**config.mk**
```make
export PLATFORM = sky130hd
export DESIGN_NAME = char_ram_arbiter_flat
export DESIGN_NICKNAME = d
export VERILOG_FILES = /design/src/rtl/char_pkg.sv /design/src/rtl/char_ram_arbiter_if.sv /design/src/rtl/char_clear_engine.sv /design/src/rtl/char_ram_arbiter.sv /design/src/flat_wrapper.sv
export SDC_FILE = /design/constraint.sdc
export NUM_CORES = 1
export LEC_CHECK = 0
export CAP_MARGIN = 25
export CORE_MARGIN = 2
export CORE_UTILIZATION = 29
export DETAILED_ROUTE_END_ITERATION = 8
export PLACE_DENSITY = 0.81
export SLEW_MARGIN = 0
export SYNTH_ARGS = -nofsm -noshare
export SYNTH_HDL_FRONTEND = slang
export SYNTH_SLANG_ARGS = --single-unit
```
**constraint.sdc**
```tcl
create_clock -name clk -period 1.65 [get_ports clk]
set_input_delay 0.2475 -clock clk [delete_from_list [all_inputs] [get_ports clk]]
set_output_delay 0.2475 -clock clk [all_outputs]
set_load 0.02 [all_outputs]
```
**src/rtl/char_pkg.sv**
```systemverilog
// Shared constants and types for the character RAM arbiter and its clear engine.
package char_pkg;

  localparam int unsigned ADDR_W  = 10;
  localparam int unsigned DATA_W  = 8;
  localparam int unsigned ROW_LEN = 64;
  localparam int unsigned DEPTH   = 1 << ADDR_W;

  localparam logic [DATA_W-1:0] CLEAR_VAL = 8'h00;

  typedef enum logic [2:0] {
    GNT_NONE,
    GNT_VGA,
    GNT_CLR,
    GNT_KBD,
    GNT_CPU
  } gnt_t;

  typedef enum logic [1:0] {
    CLR_IDLE,
    CLR_CLEAR,
    CLR_DONE
  } clr_state_t;

  // One RAM access as presented on the ram_* port
  typedef struct packed {
    logic              we;
    logic [ADDR_W-1:0] addr;
    logic [DATA_W-1:0] wdata;
  } ram_cmd_t;

endpackage

```
**src/rtl/char_ram_arbiter_if.sv**
```systemverilog
// Bus bundle between the requesters/BRAM and the character RAM arbiter.
interface char_ram_arbiter_if;
  import char_pkg::*;

  logic              vga_req;
  logic [ADDR_W-1:0] vga_addr;
  logic              vga_valid;
  logic [DATA_W-1:0] vga_data;

  logic              kbd_req;
  logic              kbd_we;
  logic [ADDR_W-1:0] kbd_addr;
  logic [DATA_W-1:0] kbd_wdata;
  logic              kbd_ack;
  logic [DATA_W-1:0] kbd_rdata;

  logic              cpu_req;
  logic              cpu_we;
  logic [ADDR_W-1:0] cpu_addr;
  logic [DATA_W-1:0] cpu_wdata;
  logic              cpu_ack;
  logic [DATA_W-1:0] cpu_rdata;

  logic              clr_start;
  logic              clr_busy;
  logic              clr_done;

  logic              ram_en;
  logic              ram_we;
  logic [ADDR_W-1:0] ram_addr;
  logic [DATA_W-1:0] ram_wdata;
  logic [DATA_W-1:0] ram_rdata;

  // Arbiter side
  modport slave (
    input  vga_req, vga_addr,
    output vga_valid, vga_data,
    input  kbd_req, kbd_we, kbd_addr, kbd_wdata,
    output kbd_ack, kbd_rdata,
    input  cpu_req, cpu_we, cpu_addr, cpu_wdata,
    output cpu_ack, cpu_rdata,
    input  clr_start,
    output clr_busy, clr_done,
    output ram_en, ram_we, ram_addr, ram_wdata,
    input  ram_rdata
  );

  // Requester / BRAM side
  modport master (
    output vga_req, vga_addr,
    input  vga_valid, vga_data,
    output kbd_req, kbd_we, kbd_addr, kbd_wdata,
    input  kbd_ack, kbd_rdata,
    output cpu_req, cpu_we, cpu_addr, cpu_wdata,
    input  cpu_ack, cpu_rdata,
    output clr_start,
    input  clr_busy, clr_done,
    input  ram_en, ram_we, ram_addr, ram_wdata,
    output ram_rdata
  );

endinterface

```
**src/rtl/char_clear_engine.sv**
```systemverilog
// Walks every RAM address once writing CLEAR_VAL, yielding to VGA via stall.
module char_clear_engine
  import char_pkg::*;
(
  input  logic              clk,
  input  logic              rst,
  input  logic              start,
  input  logic              stall,
  output logic              req_c,
  output logic [ADDR_W-1:0] addr,
  output logic              busy,
  output logic              done
);

  clr_state_t state, state_nxt;
  logic       last_c;

  assign last_c = (addr == '1);

  always_ff @(posedge clk) begin
    if (rst) state <= CLR_IDLE;
    else     state <= state_nxt;
  end

  always_comb begin
    state_nxt = state;
    unique case (state)
      CLR_IDLE:  if (start) state_nxt = CLR_CLEAR;
      CLR_CLEAR: if (!stall && last_c) state_nxt = CLR_DONE;
      CLR_DONE:  state_nxt = CLR_IDLE;
      default:   state_nxt = CLR_IDLE;
    endcase
  end

  always_comb begin
    req_c = 1'b0;
    busy  = 1'b0;
    done  = 1'b0;
    unique case (state)
      CLR_CLEAR: begin
        req_c = 1'b1;
        busy  = 1'b1;
      end
      CLR_DONE: begin
        busy = 1'b1;
        done = 1'b1;
      end
      default: ;
    endcase
  end

  // Counter advances only on cycles the write actually reaches the RAM
  always_ff @(posedge clk) begin
    if (rst || state != CLR_CLEAR) addr <= '0;
    else if (!stall)               addr <= addr + ADDR_W'(1);
  end

endmodule

```
**src/rtl/char_ram_arbiter.sv**
```systemverilog
// Single-port character RAM arbiter: VGA > clear engine > round-robin(kbd, cpu).
module char_ram_arbiter
  import char_pkg::*;
(
  input  logic              clk,
  input  logic              rst,
  char_ram_arbiter_if.slave bus
);

  gnt_t              gnt_c;
  ram_cmd_t          cmd_c;
  logic              kbd_elig_c;
  logic              cpu_elig_c;
  logic              clr_req_c;
  logic [ADDR_W-1:0] clr_addr;
  logic              clr_busy;
  logic              clr_done;
  logic              kbd_ack;
  logic              cpu_ack;
  logic              vga_valid;
  logic              last_cpu;

  char_clear_engine u_clear (
    .clk   (clk),
    .rst   (rst),
    .start (bus.clr_start),
    .stall (bus.vga_req),
    .req_c (clr_req_c),
    .addr  (clr_addr),
    .busy  (clr_busy),
    .done  (clr_done)
  );

  // A requester being acked this cycle sits out, capping it at one access per two cycles
  always_comb begin
    kbd_elig_c = bus.kbd_req & ~kbd_ack & ~clr_busy;
    cpu_elig_c = bus.cpu_req & ~cpu_ack & ~clr_busy;
    gnt_c      = GNT_NONE;
    if (rst)                         gnt_c = GNT_NONE;
    else if (bus.vga_req)            gnt_c = GNT_VGA;
    else if (clr_req_c)              gnt_c = GNT_CLR;
    else if (kbd_elig_c && cpu_elig_c) gnt_c = last_cpu ? GNT_KBD : GNT_CPU;
    else if (kbd_elig_c)             gnt_c = GNT_KBD;
    else if (cpu_elig_c)             gnt_c = GNT_CPU;
  end

  always_comb begin
    cmd_c = '0;
    unique case (gnt_c)
      GNT_VGA: cmd_c = '{we: 1'b0, addr: bus.vga_addr, wdata: '0};
      GNT_CLR: cmd_c = '{we: 1'b1, addr: clr_addr, wdata: CLEAR_VAL};
      GNT_KBD: cmd_c = '{we: bus.kbd_we, addr: bus.kbd_addr, wdata: bus.kbd_wdata};
      GNT_CPU: cmd_c = '{we: bus.cpu_we, addr: bus.cpu_addr, wdata: bus.cpu_wdata};
      default: cmd_c = '0;
    endcase
  end

  assign bus.ram_en    = (gnt_c != GNT_NONE);
  assign bus.ram_we    = cmd_c.we;
  assign bus.ram_addr  = cmd_c.addr;
  assign bus.ram_wdata = cmd_c.wdata;

  always_ff @(posedge clk) begin
    if (rst) begin
      kbd_ack   <= 1'b0;
      cpu_ack   <= 1'b0;
      vga_valid <= 1'b0;
      last_cpu  <= 1'b1;
    end else begin
      kbd_ack   <= (gnt_c == GNT_KBD);
      cpu_ack   <= (gnt_c == GNT_CPU);
      vga_valid <= bus.vga_req;
      if (gnt_c == GNT_KBD)      last_cpu <= 1'b0;
      else if (gnt_c == GNT_CPU) last_cpu <= 1'b1;
    end
  end

  // Read data is the BRAM output passed straight through in the ack/valid cycle
  assign bus.kbd_ack   = kbd_ack;
  assign bus.kbd_rdata = bus.ram_rdata;
  assign bus.cpu_ack   = cpu_ack;
  assign bus.cpu_rdata = bus.ram_rdata;
  assign bus.vga_valid = vga_valid;
  assign bus.vga_data  = bus.ram_rdata;
  assign bus.clr_busy  = clr_busy;
  assign bus.clr_done  = clr_done;

endmodule

```
**src/flat_wrapper.sv**
```systemverilog
// flat-port wrapper written by rule: the top's interface ports become plain ports
module char_ram_arbiter_flat import char_pkg::*;
  (clk, rst, bus_vga_req, bus_vga_addr, bus_vga_valid, bus_vga_data, bus_kbd_req, bus_kbd_we, bus_kbd_addr, bus_kbd_wdata, bus_kbd_ack, bus_kbd_rdata, bus_cpu_req, bus_cpu_we, bus_cpu_addr, bus_cpu_wdata, bus_cpu_ack, bus_cpu_rdata, bus_clr_start, bus_clr_busy, bus_clr_done, bus_ram_en, bus_ram_we, bus_ram_addr, bus_ram_wdata, bus_ram_rdata);
  char_ram_arbiter_if bus_i ();
  input  logic clk;
  input  logic rst;
  input wire logic [$bits(bus_i.vga_req)-1:0] bus_vga_req;
  input wire logic [$bits(bus_i.vga_addr)-1:0] bus_vga_addr;
  output wire logic [$bits(bus_i.vga_valid)-1:0] bus_vga_valid;
  output wire logic [$bits(bus_i.vga_data)-1:0] bus_vga_data;
  input wire logic [$bits(bus_i.kbd_req)-1:0] bus_kbd_req;
  input wire logic [$bits(bus_i.kbd_we)-1:0] bus_kbd_we;
  input wire logic [$bits(bus_i.kbd_addr)-1:0] bus_kbd_addr;
  input wire logic [$bits(bus_i.kbd_wdata)-1:0] bus_kbd_wdata;
  output wire logic [$bits(bus_i.kbd_ack)-1:0] bus_kbd_ack;
  output wire logic [$bits(bus_i.kbd_rdata)-1:0] bus_kbd_rdata;
  input wire logic [$bits(bus_i.cpu_req)-1:0] bus_cpu_req;
  input wire logic [$bits(bus_i.cpu_we)-1:0] bus_cpu_we;
  input wire logic [$bits(bus_i.cpu_addr)-1:0] bus_cpu_addr;
  input wire logic [$bits(bus_i.cpu_wdata)-1:0] bus_cpu_wdata;
  output wire logic [$bits(bus_i.cpu_ack)-1:0] bus_cpu_ack;
  output wire logic [$bits(bus_i.cpu_rdata)-1:0] bus_cpu_rdata;
  input wire logic [$bits(bus_i.clr_start)-1:0] bus_clr_start;
  output wire logic [$bits(bus_i.clr_busy)-1:0] bus_clr_busy;
  output wire logic [$bits(bus_i.clr_done)-1:0] bus_clr_done;
  output wire logic [$bits(bus_i.ram_en)-1:0] bus_ram_en;
  output wire logic [$bits(bus_i.ram_we)-1:0] bus_ram_we;
  output wire logic [$bits(bus_i.ram_addr)-1:0] bus_ram_addr;
  output wire logic [$bits(bus_i.ram_wdata)-1:0] bus_ram_wdata;
  input wire logic [$bits(bus_i.ram_rdata)-1:0] bus_ram_rdata;
  assign bus_i.vga_req = bus_vga_req;
  assign bus_i.vga_addr = bus_vga_addr;
  assign bus_vga_valid = bus_i.vga_valid;
  assign bus_vga_data = bus_i.vga_data;
  assign bus_i.kbd_req = bus_kbd_req;
  assign bus_i.kbd_we = bus_kbd_we;
  assign bus_i.kbd_addr = bus_kbd_addr;
  assign bus_i.kbd_wdata = bus_kbd_wdata;
  assign bus_kbd_ack = bus_i.kbd_ack;
  assign bus_kbd_rdata = bus_i.kbd_rdata;
  assign bus_i.cpu_req = bus_cpu_req;
  assign bus_i.cpu_we = bus_cpu_we;
  assign bus_i.cpu_addr = bus_cpu_addr;
  assign bus_i.cpu_wdata = bus_cpu_wdata;
  assign bus_cpu_ack = bus_i.cpu_ack;
  assign bus_cpu_rdata = bus_i.cpu_rdata;
  assign bus_i.clr_start = bus_clr_start;
  assign bus_clr_busy = bus_i.clr_busy;
  assign bus_clr_done = bus_i.clr_done;
  assign bus_ram_en = bus_i.ram_en;
  assign bus_ram_we = bus_i.ram_we;
  assign bus_ram_addr = bus_i.ram_addr;
  assign bus_ram_wdata = bus_i.ram_wdata;
  assign bus_i.ram_rdata = bus_ram_rdata;
  char_ram_arbiter u_core (.clk(clk), .rst(rst), .bus(bus_i));
endmodule
```
==> impl_metrics.toml <==
[status]
outcome = "complete, but fails checks"
violations = "setup timing"

[cts]
cts_buffers = 3
cts-htree-levels = 1
postCtsHoldBufs = 0
numClockSinks = 16
clock_latency_ns = 0.26
path_clk_slew_ns = 0.07
clockBufferDepth = 2
root_buffer = "clkbuf_8"
cts_tree = "yes"

[yosys]
yosysSeqAreaShare = 0.246
synth_top_area_cell = "dfxtp_1"
synth_top_family_by_area = "compound AO/OA/AOI/OAI gates"
synth.area.mux_share = 0.00770
synth_nets = 224
yosys_register_bits = 16
synth_enable_flop_cells = 0
yosys-top-cells-count = "26 x buf_4, 20 x nor2_1, 16 x dfxtp_1"
yosys_warnings = 0
ys.flop_type = "dfxtp_1"
synthSimpleGateAreaFrac = 0.211
yosysMostFrequentCell = "buf_4"
synth_adder_area_share = 0.0385
synth_compound_area_frac = 0.233
synth_area_sq_um = 1300
ys_async_sr_fraction = 0
synthXorXnorAreaFrac = 0.0606
synth_top_area_frac = 0.246
synth_cells = 158
yosysUniqueCellTypes = 35
synth_area_leaders = "dfxtp_1 25%, buf_4 15%, a221o_1 8.5%"
postSynthAreaPerCell_sq_um = 8.23

[cells_and_area]
n_antenna_cell = 0
num-nets-final = 311
design_area_sq_um = 2440
finalNonFillerCells = 296
syn_to_final_growth_pct = 87.5
drive_gt1_frac = 0.340

[pwr]
netSwitchingFraction = 0.284
total_power_uw = 1300
vdd_drop_max_mv = 0.253
leakage_uw = 0.00109
comb_power_share = 0.410
power_switching_uw = 368
p_clk_frac = 0.278
seqPwrFrac = 0.313
p_int_uw = 928
powerDensity_nw_per_um2 = 532

[place]
portBuffers = 78
placed_cell_area_sq_um = 2260
hpwl_mm = 3.14
gp_congestion = 0.782
place_inst = 285

[worst_setup_path]
crit_path_max_incr_delay_ns = 0.35
crit_family = "buffers and inverters"
reg2reg_to = "u_core.last_cpu"
r2r_start = "u_core.u_clear.state[0]"
end_kind = "output pin"
cp_cell_sequence = "inv_2 -> ha_4 -> nor3b_2 -> o311a_1 -> buf_4 -> buf_6 -> a221o_1 -> buf_6"
regToRegSetupSlack_ns = 0.16
cp_num_buf_inv = 4
arrival_ns = 1.85
cpMostUsedCell = "buf_6"
startpoint_type = "flip-flop"
worstSetupPathType = "reg -> out"
critPathRequiredTime_ns = 1.40
path_max_fanout = 6
ff2ff_path_depth = 8
cp_slowest_cell = "dfxtp_2"

[timing]
finalHoldViolCount = 0
finalClockSkew_ns = 0.00945
fin_crit_ns = 2.10
timing.fmax_mhz = 476
timing.final.ws_setup_ns = -0.449
tightest_slew_ns = 0.288
final-setup-viol-count = 20
tns_ns = -8.22
min_period_over_period = 1.27
finalMaxSlewViolations = 0
relSlewSlack = 0.807
rsz0062_at_grt = "true"

[global_routing]
grt_pass1_vias = 1407
grt_max_degree = 17
gr-usage-all-layers = 0.159
overflow = 0
antenna_found_initial = 0
grt_pass1_wl_mm = 6.44

[routing]
post-route-drc-count = 0
ant_nets = 0
vias_per_cell = 4.82
first_pass_iters = 4
vias = 1426
routedWlPerCell_um = 14.3
routed_wl_mm = 4.23
drt_iter0_drc = 47

[worst_hold_path]
whs_path_depth = 0
hp-class = "in -> out"
min_to = "bus_kbd_rdata[4]"
min_from = "bus_ram_rdata[4]"

[flow_run]
maxCapViolations = 0

[floorplanning]
start_util = 0.301
die_area_sq_um = 5030
core_sq_um = 4320
ios = 111
rows = 24
die_h_um = 71.0
die_w_um = 71.0
## metal layers
| layer | routed length, um | part of all wire | global-route usage | vias to the layer above |
|---|---|---|---|---|
| li1 | - | - | - | 721 |
| met1 | 1830 | 0.43 | 0.206 | 655 |
| met2 | 2160 | 0.51 | 0.277 | 45 |
| met3 | 217 | 0.051 | 0.0342 | 5 |
| met4 | 29 | 0.0069 | 0.0252 | 0 |
| met5 | 0 | 0 | 0 | - |
## registers in the layout, summed over array words and instances (netlist names)
signal	flops
u_core.bus.cpu_ack	1
u_core.bus.kbd_ack	1
u_core.bus.vga_valid	1
u_core.last_cpu	1
u_core.u_clear.addr	10
u_core.u_clear.state	2
## cell families after synthesis
group / count (synthesis)
XOR/XNOR: 9
AO/OA/AOI/OAI: 37
buffers and inverters: 39
flip-flops: 16
adder cells (fa/ha/maj): 4
multiplexers: 1
AND/OR/NAND/NOR: 52
## worst max-delay path by stage
stage	startpoint	end	cells past startpoint
2_1_floorplan	u_core.u_clear.state[1]	bus_ram_addr[0]	7
3_3_place_gp	bus_kbd_req	bus_ram_we	7
3_5_place_dp	bus_cpu_req	bus_ram_addr[5]	7
4_1_cts	bus_kbd_req	bus_ram_addr[5]	7
5_1_grt	u_core.u_clear.state[0]	bus_ram_addr[6]	8
6_report	u_core.u_clear.state[0]	bus_ram_addr[6]	8
## power groups by stage
stage	Clock [uW]	Combinational [uW]	Sequential, uW
after floorplan	0	298	416
after global placement	0	488	412
after detailed placement	0	493	412
after CTS	363	527	404
after global routing	381	562	407
final	360	531	405
## worst register-to-register path, delay by kind of cell, from the launching register on
kind / cells / cell delay (ns)
AND/OR/NAND/NOR: 2 / 0.25
buffers and inverters: 3 / 0.33
AO/OA/AOI/OAI: 2 / 0.26
flip-flops: 1 / 0.35
adder cells (fa/ha/maj): 1 / 0.23
## layout by cell type, fill, tap and decap left out, drive strengths merged
master         synthesis  routed
nor2b                  5       5
a31oi                  1       1
dlymetal6s2s           0       4
and3                   2       2
nand2b                 2       2
a211o                  1       1
nand4                  2       2
nand3b                 4       4
dlygate4sd2            0       1
xor2                   5       5
buf                   32      58
dfxtp                 16      16
nor3b                  2       2
and4b                  1       1
a21oi                  4       4
a211oi                 1       1
o21ai                  2       2
nor4                   1       1
clkdlybuf4s50          0      52
ha                     4       4
clkbuf                 2       4
nor2                  20      20
o21bai                 1       1
nand3                  3       3
a22oi                  7       7
inv                    5       5
nor3                   3       3
nand2                  5       5
xnor2                  4       4
and2                   2       2
a22o                   8       8
clkdlybuf4s15          0       1
mux2i                  1       1
o311a                  1       1
a221o                 11      11
## layout make-up
| type | instances | area [sq um] |
|---|---|---|
| sequential | 16 | 323 |
| timing repair buffer | 116 | 1130 |
| inverter | 5 | 18.8 |
| fill | 397 | 1890 |
| multi-input combinational | 103 | 842 |
| tap | 52 | 65.1 |
| clock buffer | 4 | 55.1 |
## per-stage QoR
stage / hold WS [ns] / setup slack [ns] / utilization
final: 0.495 / -0.449 / 0.564
after global routing: 0.495 / -0.517 / 0.564
after CTS: 0.495 / -0.450 / 0.560
after detailed placement: 0.495 / -0.870 / 0.523
after global placement: 0.495 / -0.828 / 0.523
after floorplan: 0.445 / -0.0617 / -
## what timing repair did
item	in CTS	in global routing
buffers inserted	4	2
pin swaps	3	2
gates cloned	1	1
resized for setup	128	8
endpoints found under the setup margin	22	25
No activity file was read; power rests on OpenSTA's default activity.
==> variant 1, RTL diff (same settings) <==
Set the package constant `DATA_W` to 12 (it was 8).
--- a/src/rtl/char_pkg.sv
+++ b/src/rtl/char_pkg.sv
@@ -4,3 +4,3 @@
   localparam int unsigned ADDR_W  = 10;
-  localparam int unsigned DATA_W  = 8;
+  localparam int unsigned DATA_W  = 12;
   localparam int unsigned ROW_LEN = 64;
Interface: changed (7 resized); port bits go from 111 to 139. The function was not compared with the original's and may differ.
==> variant 1 against the original RTL <==
- the flow still finishes with violations (setup timing)
- die area increased by 12%
- sequential share of layout area fell by 0.98 points
- worst setup slack worse by 0.32 ns
- synthesized area is 13% higher
- total power rose by 4.5%
- utilization down 0.94 points
- sequential cell count unchanged
- global-route usage up 2.1 points
- cell area increased by 8.8%
- sequential power up 1%
- first-iteration DRC count increased by 2.1%
- wire length grew 25%
- count of clock-buffer cells in the layout shrank 1
- critical path type unchanged
==> variant 1: results (changes against the original RTL) <==
- Clock latency of the later-clocked register in the worst-skew pair: 0.25 ns
- Final count of negative-setup-slack endpoints: 27 (+35%)
- Reg2Reg Depth: 10 (+2)
- Beginning of the critical path: u_core.u_clear.state[0]
- Post-synthesis compound-gate area fraction: 24.3% (+1.0 points)
- Critical Path Sink: bus_ram_addr[5]
- Static leakage: 1.11 nW (+1.8%)
- Sequential fraction of the synthesis area: 21.8% (-2.8 points)
- Violated checks: setup timing
- Routed length on met1: 2100 um (+15%)
- Run status: finished with violations
- Number of fillers in the final layout: 433 (+9.1%)
- Proportion of layout cells with a drive suffix above 1: 34.9% (+0.87 points)
- Global-route wire length before repair: 7710 um (+20%)
- Total Routed Length: 5310 um (+25%)
- Met1 routing resource usage after global routing: 21.2% (+0.57 points)
- Clock slew at the register clock pins of the worst setup and hold paths: 0.06 ns
- Clock skew: 0.000732 ns (-0.00872 ns)
- Share of Yosys cell area claimed by the top area cell type: 21.8% (-2.8 points)
- Total routing usage reported by global routing: 18.1% (+2.1 points)
- Slew @ Worst Pin: 0.286 ns (-0.00273 ns)
- Number of design-rule violations left by the first detailed-router iteration: 48 (+2.1%)
- Final #Nets: 338 (+8.7%)
- Worst min-delay path endpoint: bus_cpu_rdata[11]
- Adder and majority cell fraction of the synthesized area: 3.41% (-0.44 points)
- Net count of the mapped netlist: 250 (+12%)
- Worst min-delay path startpoint: bus_ram_rdata[11]
- Peak VDD IR: 0.244 mV (-3.7%)
- Cell types occupying the most area after synthesis: sky130_fd_sc_hd__dfxtp_1, sky130_fd_sc_hd__buf_4, sky130_fd_sc_hd__a22o_1, sky130_fd_sc_hd__nor2_1, sky130_fd_sc_hd__xor2_1
- Placer Congestion: 0.757 (-3.2%)
- Placed Instance Area: 2390 um^2 (+5.6%)
- Met3 GRT Util: 4.55% (+1.1 points)
- R2R Path End: u_core.last_cpu
- Largest net degree at the start of global routing: 18 (+1)
- Met2 wire length: 2740 um (+27%)
- Arrival time reported for the critical path endpoint: 2.17 ns (+0.32 ns)
- R2R Setup Slk: -0.20 ns (-0.36 ns)
- Detailed placement HPWL: 3760 um (+20%)
- Commonest cells in the synthesized netlist: sky130_fd_sc_hd__buf_4, sky130_fd_sc_hd__nor2_1, sky130_fd_sc_hd__dfxtp_1
- Routed via count divided by cell count: 4.83 (+0.34%)
- Period Utilization, post-route: 147% (+20 points)
- Routed length on met3: 422 um (+94%)
- Port-buffer cells: 90 (+15%)
- Share of the synthesized netlist area taken by xor and xnor gates: 5.38% (-0.69 points)
- Mux share of post-synthesis cell area: 0.683% (-0.087 points)
- Met2 routing resource usage after global routing: 32.1% (+4.3 points)
- Final setup slack of the worst path: -0.772 ns (-0.323 ns)
[variant 1: cell count changes in the layout (fill, tap and decap cells not counted), moves of 3 or more]
cell / before / now
sky130_fd_sc_hd__a221o_1: 11 / 6
sky130_fd_sc_hd__a221o_2: 0 / 5
sky130_fd_sc_hd__a22o_1: 0 / 8
sky130_fd_sc_hd__a22o_4: 8 / 4
sky130_fd_sc_hd__buf_4: 32 / 23
sky130_fd_sc_hd__buf_6: 23 / 36
sky130_fd_sc_hd__clkdlybuf4s50_1: 52 / 63
sky130_fd_sc_hd__dlymetal6s2s_1: 4 / 1
[variant 1: logic make-up (layout without fill, tap and decap cells)]
kind of cell,after synthesis,count (layout)
and+or+nand+nor,51,51
DFF,16,16
adders and majority gates,4,4
xor gates and xnor gates,9,9
muxes,1,1
buffers and inverters,49,135
AOI/OAI and AO/OA,42,42
[variant 1: worst max-delay path, cell delays in order, from the launching register on]
cell and delay, ns:
sky130_fd_sc_hd__dfxtp_4 0.38, sky130_fd_sc_hd__inv_4 0.04, sky130_fd_sc_hd__ha_4 0.24, sky130_fd_sc_hd__buf_6 0.12
sky130_fd_sc_hd__nor3b_4 0.20, sky130_fd_sc_hd__buf_4 0.14, sky130_fd_sc_hd__buf_6 0.09, sky130_fd_sc_hd__a21oi_4 0.09
sky130_fd_sc_hd__buf_6 0.14, sky130_fd_sc_hd__a221o_2 0.34, sky130_fd_sc_hd__buf_6 0.14
[variant 1: power by group]
| part | leakage, nW | internal, W | switching (W) |
|---|---|---|---|
| Combinational | 0.959 | 0.000389 | 0.000257 |
| Clock | 0.0216 | 0.000162 | 0.000137 |
| Sequential | 0.131 | 0.000398 | 0.0000104 |
[variant 1: area by class of cell]
class / instances / area (um^2) / area share, %
clock buffers: 3 / 41.3 / 1.56
well taps: 67 / 83.8 / 3.16
inverters: 3 / 13.8 / 0.519
repair buffers: 129 / 1320 / 49.9
flip-flops and latches: 16 / 325 / 12.3
multi-input cells: 107 / 866 / 32.6
[variant 1: stage by stage]
stage                     setup WS [ns]  hold slack [ns]  setup TNS, ns  instances  util [%]
after floorplan                  -0.400            0.445          -8.30        172         -
after global placement            -1.04            0.495         -26.72        311      49.9
after detailed placement          -1.07            0.495         -26.81        311      49.9
after CTS                        -0.749            0.495         -17.78        322      53.8
after global routing             -0.876            0.495         -20.77        325      55.4
final                            -0.772            0.495         -17.92        325      55.4
[variant 1: timing repair]
| action | 4_1_cts | 5_1_grt |
|---|---|---|
| hold endpoints to repair | 0 | 0 |
| setup buffers | 4 | 4 |
| endpoints found under the setup margin | 32 | 36 |
| pin swaps | 4 | 14 |
| gates cloned | 4 | 1 |
| resized for setup | 156 | 17 |
==> variant 2, RTL diff (same settings) <==
Without the edit above. Encoding of `clr_state_t`: now one-hot (3 bits for 3 states).
--- a/src/rtl/char_pkg.sv
+++ b/src/rtl/char_pkg.sv
@@ -18,6 +18,6 @@
 
-  typedef enum logic [1:0] {
-    CLR_IDLE,
-    CLR_CLEAR,
-    CLR_DONE
+  typedef enum logic [2:0] {
+    CLR_IDLE  = 3'b001,
+    CLR_CLEAR = 3'b010,
+    CLR_DONE  = 3'b100
   } clr_state_t;
Behaviour: same outputs for any inputs over 10 cycles, from zero or initial values and one cycle with rst high; not proved beyond that.
==> variant 2 against the original RTL <==
- the run still ends with setup timing left
- non-clock buffer count stayed put
- maximum frequency decreased by 0.63%
- total power down 2.0%
- worst setup slack got worse by 0.013 ns
- clock skew is 0.0082 ns lower
- cell area up 1.2%
- sequential cell count is 1 higher
- wire length increased by 13%
- synthesized area grew 1.9%
- sequential power is 5.9% higher
- critical endpoint is now bus_ram_addr[9]
- largest cell class unchanged
==> variant 2: results (changes against the original RTL) <==
- Run status: finished with violations
- Violated checks: setup timing
- Yosys cell types: 37 (+5.7%)
- Met1 routing resource usage after global routing: 20.9% (+0.31 points)
- Area occupied by registers: 347 um^2 (+7.4%)
- Commonest cells in the synthesized netlist: sky130_fd_sc_hd__buf_4, sky130_fd_sc_hd__dfxtp_1, sky130_fd_sc_hd__nor2_1
- Proportion of layout cells with a drive suffix above 1: 38.5% (+4.4 points)
- Total instance count after detailed placement: 281 (-1.4%)
- Share of total power consumed by net switching: 29.5% (+1.1 points)
- Critical Path Sink: bus_ram_addr[9]
- Count of multi-input gates: 107 (+3.9%)
- Net count of the mapped netlist: 221 (-1.3%)
- Largest registers in the final layout: u_core.u_clear.addr (10), u_core.u_clear.state (3)
- Global-route wire length before repair: 6880 um (+6.8%)
- Placed Instance Area: 2190 um^2 (-3.3%)
- Number of synthesized register bits: 17 (+1)
- Cell Int Power: 0.000896 W (-3.5%)
- Total Routed Length: 4770 um (+13%)
- Cell types occupying the most area after synthesis: sky130_fd_sc_hd__dfxtp_1, sky130_fd_sc_hd__buf_4, sky130_fd_sc_hd__mux2i_1, sky130_fd_sc_hd__a22oi_1, sky130_fd_sc_hd__a22o_1
- Beginning of the critical path: u_core.u_clear.state[2]
- Share of the synthesized netlist area taken by xor and xnor gates: 5.85% (-0.21 points)
- Number of global-route vias before repair: 1431 (+1.7%)
- Peak VDD IR: 0.206 mV (-19%)
- Final setup slack of the worst path: -0.463 ns (-0.0134 ns)
- Met2 routing resource usage after global routing: 29.7% (+2.0 points)
- Fraction of area in multi-input gates: 35.3% (+0.76 points)
- Routed wire per std cell: 15.9 um (+12%)
- Met2 wire length: 2310 um (+7.0%)
- Slew @ Worst Pin: 0.266 ns (-0.0221 ns)
- Routed length on met1: 1890 um (+3.8%)
- Critical Path Fanout Max: 5 (-1)
- Setup TNS Final: -7.27 ns (+0.952 ns)
- Final count of negative-setup-slack endpoints: 20 (unchanged)
- Final non-clock buffer share: 45.7% (-0.85 points)
- Seq. pwr: 0.000429 W (+5.9%)
- Adder and majority cell fraction of the synthesized area: 0.944% (-2.9 points)
- Non-clock inverter total of the final layout: 3 (-2)
- R2R Setup Slk: 0.13 ns (-0.03 ns)
- Share of power burned in the clock network: 25.7% (-2.1 points)
- Placer Congestion: 0.826 (+5.6%)
- Portion of the layout cell area used by clock cells: 1.88% (-0.38 points)
- Worst min-delay path endpoint: bus_cpu_rdata[2]
- Static leakage: 1.04 nW (-4.4%)
- Utilization of the core after routing: 56.3% (-0.12 points)
- Total number of vias: 1494 (+4.8%)
- Post-synthesis compound-gate area fraction: 22.6% (-0.72 points)
- Routed length on met3: 462 um (+110%)
- Detailed placement HPWL: 3260 um (+3.8%)
variant 2: changes by cell type after synthesis, sizes merged, moves of 3 or more:
| cell | change |
|---|---|
| buf | -4 |
| ha | -3 |
| a221o | -11 |
| a22oi | +3 |
| o21ai | +13 |
| mux2i | +10 |
| nor2 | -5 |
variant 2: repair_timing:
action	in CTS	in global routing
endpoints found under the setup margin	22	24
cloned	3	0
gates resized for setup	145	20
pin swaps	7	12
setup buffers	14	3
variant 2: critical path: stages (launching register included):
cell and delay (ns):
sky130_fd_sc_hd__dfxtp_2 0.34, sky130_fd_sc_hd__xnor2_2 0.13, sky130_fd_sc_hd__buf_4 0.14, sky130_fd_sc_hd__buf_6 0.11
sky130_fd_sc_hd__o211ai_4 0.18, sky130_fd_sc_hd__buf_6 0.14, sky130_fd_sc_hd__buf_12 0.12, sky130_fd_sc_hd__mux2i_4 0.22
sky130_fd_sc_hd__o21ai_2 0.08, sky130_fd_sc_hd__buf_6 0.14
